`config.mk`:
```
export PLATFORM = sky130hd
export DESIGN_NAME = nco_mixer_decim_flat
export DESIGN_NICKNAME = d
export VERILOG_FILES = /design/src/rtl/nco_mixer_decim_if.sv /design/src/rtl/nco_mixer_decim.sv /design/src/flat_wrapper.sv
export SDC_FILE = /design/constraint.sdc
export NUM_CORES = 1
export LEC_CHECK = 0
export ABC_AREA = 1
export CAP_MARGIN = 25
export CORE_MARGIN = 2
export CORE_UTILIZATION = 60
export CTS_BUF_LIST = sky130_fd_sc_hd__clkbuf_8
export DETAILED_ROUTE_END_ITERATION = 10
export PLACE_DENSITY_LB_ADDON = 0.1
export SETUP_SLACK_MARGIN = 0.02
export SKIP_CTS_REPAIR_TIMING = 1
export SLEW_MARGIN = 20
export SYNTH_ARGS = -nofsm -noshare
export SYNTH_HDL_FRONTEND = slang
export SYNTH_SLANG_ARGS = --single-unit
```
`constraint.sdc`:
```
create_clock -name CLK -period 6.4 [get_ports CLK]
set_input_delay 1.28 -clock CLK [delete_from_list [all_inputs] [get_ports CLK]]
set_output_delay 1.28 -clock CLK [all_outputs]
set_load 0.02 [all_outputs]
```
`src/rtl/nco_mixer_decim_if.sv`:
```
// Configuration, RF input and decimated I/Q output bundle of the NCO mixer/decimator.
// The slave modport is the DSP block itself; the master side is the config/RF source and AM detector.
interface nco_mixer_decim_if #(
    parameter int ACC_W = 20,
    parameter int OUT_W = 16
);
    logic                    rf_in;
    logic [ACC_W-1:0]        phase_inc;
    logic [2:0]              gain;
    logic signed [OUT_W-1:0] i_out;
    logic signed [OUT_W-1:0] q_out;
    logic                    out_valid;

    modport slave (
        input  rf_in, phase_inc, gain,
        output i_out, q_out, out_valid
    );

    modport master (
        output rf_in, phase_inc, gain,
        input  i_out, q_out, out_valid
    );
endinterface

```
`src/rtl/nco_mixer_decim.sv`:
```
// Quadrature square-wave NCO, 1-bit RF mixer and integrate-and-dump decimator
// producing gain-scaled, saturated I/Q samples once per frame of 2^DEC_LOG2 cycles.
module nco_mixer_decim #(
    parameter int ACC_W    = 20,
    parameter int DEC_LOG2 = 6,
    parameter int OUT_W    = 16
) (
    input  logic              CLK,
    input  logic              RSTb,
    nco_mixer_decim_if.slave  bus
);
    localparam int INT_W = DEC_LOG2 + 2;
    localparam int SH_W  = DEC_LOG2 + 9;
    localparam int CMP_W = ((SH_W > OUT_W) ? SH_W : OUT_W) + 1;

    localparam logic [ACC_W-1:0]        INC_DEF = ACC_W'(20'h071F3);
    localparam logic [2:0]              GAIN_DEF = 3'd5;
    localparam logic signed [INT_W-1:0] ONE     = INT_W'(1);
    localparam logic signed [INT_W-1:0] NEG_ONE = -INT_W'(1);

    function automatic logic signed [SH_W-1:0] shift_gain(
        input logic signed [INT_W-1:0] s,
        input logic [2:0]              g
    );
        logic signed [SH_W-1:0] e;
        e = SH_W'(s);
        return e <<< g;
    endfunction

    function automatic logic signed [OUT_W-1:0] sat_out(input logic signed [SH_W-1:0] v);
        logic signed [CMP_W-1:0] w;
        logic signed [CMP_W-1:0] hi;
        logic signed [CMP_W-1:0] lo;
        w  = CMP_W'(v);
        hi = CMP_W'((1 <<< (OUT_W - 1)) - 1);
        lo = -hi - CMP_W'(1);
        if (w > hi)
            return hi[OUT_W-1:0];
        else if (w < lo)
            return lo[OUT_W-1:0];
        else
            return w[OUT_W-1:0];
    endfunction

    logic                    rf_q1, rf_q2;
    logic [ACC_W-1:0]        acc;
    logic [ACC_W-1:0]        inc_sh;
    logic [2:0]              gain_sh;
    logic [DEC_LOG2-1:0]     dec_cnt;
    logic signed [INT_W-1:0] int_i, int_q;
    logic signed [OUT_W-1:0] i_out_r, q_out_r;
    logic                    out_valid_r;

    // Mixer stage: LO quadrant and RF sign combined into +/-1 products
    logic [1:0]              qd;
    logic                    lo_i_neg, lo_q_neg, rf_neg;
    logic signed [INT_W-1:0] m_i, m_q;
    logic signed [INT_W-1:0] sum_i, sum_q;
    logic                    dump;

    assign qd       = acc[ACC_W-1 -: 2];
    assign lo_i_neg = qd[1] ^ qd[0];
    assign lo_q_neg = qd[1];
    assign rf_neg   = ~rf_q2;
    assign m_i      = (rf_neg == lo_i_neg) ? ONE : NEG_ONE;
    assign m_q      = (rf_neg == lo_q_neg) ? ONE : NEG_ONE;
    assign sum_i    = int_i + m_i;
    assign sum_q    = int_q + m_q;
    assign dump     = (dec_cnt == {DEC_LOG2{1'b1}});

    // Integrate-and-dump stage; shadow config swaps only at a frame boundary
    always_ff @(posedge CLK) begin
        if (!RSTb) begin
            rf_q1       <= 1'b0;
            rf_q2       <= 1'b0;
            acc         <= '0;
            inc_sh      <= INC_DEF;
            gain_sh     <= GAIN_DEF;
            dec_cnt     <= '0;
            int_i       <= '0;
            int_q       <= '0;
            i_out_r     <= '0;
            q_out_r     <= '0;
            out_valid_r <= 1'b0;
        end else begin
            rf_q1       <= bus.rf_in;
            rf_q2       <= rf_q1;
            acc         <= acc + inc_sh;
            dec_cnt     <= dec_cnt + DEC_LOG2'(1);
            out_valid_r <= dump;
            if (dump) begin
                int_i   <= '0;
                int_q   <= '0;
                i_out_r <= sat_out(shift_gain(sum_i, gain_sh));
                q_out_r <= sat_out(shift_gain(sum_q, gain_sh));
                inc_sh  <= bus.phase_inc;
                gain_sh <= bus.gain;
            end else begin
                int_i   <= sum_i;
                int_q   <= sum_q;
            end
        end
    end

    assign bus.i_out     = i_out_r;
    assign bus.q_out     = q_out_r;
    assign bus.out_valid = out_valid_r;
endmodule

```
`src/flat_wrapper.sv`:
```
// flat-port wrapper written by rule: the top's interface ports become plain ports
module nco_mixer_decim_flat 
#(
    parameter int ACC_W    = 20,
    parameter int DEC_LOG2 = 6,
    parameter int OUT_W    = 16
)
  (CLK, RSTb, bus_rf_in, bus_phase_inc, bus_gain, bus_i_out, bus_q_out, bus_out_valid);
  nco_mixer_decim_if #(.ACC_W(ACC_W), .OUT_W(OUT_W)) bus_i ();
  input  logic CLK;
  input  logic RSTb;
  input wire logic [$bits(bus_i.rf_in)-1:0] bus_rf_in;
  input wire logic [$bits(bus_i.phase_inc)-1:0] bus_phase_inc;
  input wire logic [$bits(bus_i.gain)-1:0] bus_gain;
  output wire logic [$bits(bus_i.i_out)-1:0] bus_i_out;
  output wire logic [$bits(bus_i.q_out)-1:0] bus_q_out;
  output wire logic [$bits(bus_i.out_valid)-1:0] bus_out_valid;
  assign bus_i.rf_in = bus_rf_in;
  assign bus_i.phase_inc = bus_phase_inc;
  assign bus_i.gain = bus_gain;
  assign bus_i_out = bus_i.i_out;
  assign bus_q_out = bus_i.q_out;
  assign bus_out_valid = bus_i.out_valid;
  nco_mixer_decim #(.ACC_W(ACC_W), .DEC_LOG2(DEC_LOG2), .OUT_W(OUT_W)) u_core (.CLK(CLK), .RSTb(RSTb), .bus(bus_i));
endmodule
```
==> results.cfg <==
[status]
status = completed

[finish]
antenna_cells = 0
nets = 849
multiInputGateArea_mm2 = 0.00290
area_growth_pct = 15.9
regArea_mm2 = 0.00200
drive_gt1_frac = 0.0518
nFillCells = 748

[timing]
fin_setup_tns_ns = 0
max_slew.worst_pin.slew_ns = 0.902
setup_viol = 0
rsz0062_at_grt = no
fmax_mhz = 314
hold_viol_final = 0
fin_crit_sh = 0.498
setup_slack_ns = 3.21
slew_viol_final = 0
slew_headroom = 0.397
post-route-min-period_ns = 3.19
skew_ns = 0.00632

[synth]
yosysTopAreaCell = dfxtp_1
ys_seq_area_frac = 0.379
synthArstFlopShare = 0
syn_area_per_cell_um2 = 7.21
synth.most_common_cell = nand2_1
syn_area_mm2 = 0.00529
syn_inst = 733
syn-num-nets = 796
ys_ff_latch = 100
synthDominantCellAreaShare = 0.379
ys_top_cells_by_area = dfxtp_1 (38%), nand2_1 (15%), ha_1 (8.0%)
yosysWarnings = 0
synth.distinct_cells = 42
synth_flop_cell = dfxtp_1
synth_common_cells = nand2_1 (209), dfxtp_1 (100), nand3_1 (79), inv_1 (72), nor2_1 (55)
synth-edff-count = 0

[grt]
grt-ovfl-total = 0
grt_max_degree = 46
grt_usage = 0.270
antenna_found_initial = 0
grt_pass1_wl_um = 21300
grt_pass1_vias = 4763

[place]
place.gp.congestion = 0.976
hpwl_um = 9700
pre_cts_ws_ns = 2.81
numPortBuffers = 58

[worst_setup_path]
critPathArrivalTime_ns = 3.46
path_cells = clkdlybuf4s50_1 > nand2_4 > clkinv_2 > nand3_2 > nand2_2 > nand2_1 > nand2_1
cp-end-kind = flop
critPathSlowestCell = clkdlybuf4s50_1
cp_common_cell = nand2_1
required_ns = 6.67
critPathMaxFanout = 22
slowest_delay_ns = 0.89
start_kind = input port
critPathKind = in -> reg

[clock_network]
cts_tree = built
htreeDepth = 3
clock_path_buffers = 2
cts-buffers-inserted = 9
cts.sinks = 100
clock_latency_ns = 0.37
cts-root-buf = clkbuf_8
clk_pin_slew_ns = 0.10

[detailed_routing]
vias = 4988
viasPerCell = 5.55
wire_per_inst_um = 14.1
wl_um = 12600
first_pass_iters = 5
ant_nets = 0
initialDrtViolationCount = 248
drc = 0

[floorplanning]
die_w_um = 97.9
initial_core_util = 0.612
top_level_ports = 59
dieArea_mm2 = 0.00958
die_h_um = 97.9
rows = 34
fp.coreArea_mm2 = 0.00864

[job]
drv_cap = 0

[pwr]
vdd_drop_max_v = 0.000143
p_per_area_mw_per_mm2 = 295
leakagePower_nw = 2.98

[hold_path]
min_path_type = reg -> reg
layer usage:
| layer | part of all wire | track usage |
|---|---|---|
| met5 | 0 | 0 |
| met3 | 0.040 | 0.0322 |
| met1 | 0.41 | 0.303 |
| met4 | 0.020 | 0.101 |
| met2 | 0.53 | 0.515 |
through the flow:
| step | hold slack [ns] | util | cells | power (mW) | cell area [um^2] |
|---|---|---|---|---|---|
| global route | 0.441 | 0.710 | 899 | 1.94 | 6130 |
| detailed placement | 0.401 | 0.687 | 883 | 1.41 | 5930 |
| finish | 0.424 | 0.710 | 899 | 1.80 | 6130 |
| CTS | 0.424 | 0.710 | 899 | 1.80 | 6130 |
| floorplan | 0.390 | - | 733 | 1.24 | 5290 |
| global placement | 0.404 | 0.687 | 883 | 1.39 | 5930 |
cell usage in the layout (no fill, tap or decap), types with 11 or more instances in the layout:
master	n
a21oi_1	42
a22o_1	13
clkbuf_8	11
clkdlybuf4s50_1	58
dfxtp_1	100
ha_1	34
inv_1	72
nand2_1	209
nand3_1	79
nor2_1	55
o21ai_0	25
power by group:
part / internal [mW] / switching (mW)
Combinational: 0.244 / 0.464
Clock: 0.168 / 0.230
Sequential: 0.677 / 0.0208
Total: 1.09 / 0.715
final timing paths:
path,from,end,slack [ns],cells after the start
worst max register to register,u_core.acc[19]$_SDFF_PN0_,u_core.bus.i_out[11]$_SDFFE_PN0P_,3.87,17
worst min register to register,u_core.rf_q1$_SDFF_PN0_,u_core.rf_q2$_SDFF_PN0_,0.42,2
worst max-delay path,RSTb,u_core.bus.i_out[10]$_SDFFE_PN0P_,3.21,7
worst min-delay path,u_core.rf_q1$_SDFF_PN0_,u_core.rf_q2$_SDFF_PN0_,0.42,2
worst max-delay path: cells and delay by family:
kind / cells / cell delay, ns
buffers and inverters: 2 / 1.25
AND/OR/NAND/NOR: 5 / 0.92
registers in the layout, indices dropped and copies added (netlist names):
| name | flops |
|---|---|
| u_core.inc_sh | 20 |
| u_core.int_q | 8 |
| u_core.dec_cnt | 6 |
| u_core.int_i | 8 |
| u_core.rf_q2 | 1 |
| u_core.rf_q1 | 1 |
| u_core.acc | 20 |
| u_core.bus.q_out | 16 |
| u_core.bus.i_out | 16 |
| u_core.gain_sh | 3 |
| u_core.bus.out_valid | 1 |
cells by family after synthesis:
family	synth area share
AND/OR/NAND/NOR	0.313
AO/OA/AOI/OAI	0.135
flip-flops	0.379
buffers and inverters	0.0734
adder cells (fa/ha/maj)	0.0918
XOR/XNOR	0.00828
area by class of cell:
cell class / instances / share of cell area
multi-input combinational: 534 / 0.473
sequential: 100 / 0.327
clock buffer: 11 / 0.0247
inverter: 82 / 0.0504
clock inverter: 5 / 0.00715
tap: 108 / 0.0221
timing repair buffer: 59 / 0.0960
Note: power is estimated with default switching activity, not from simulation.
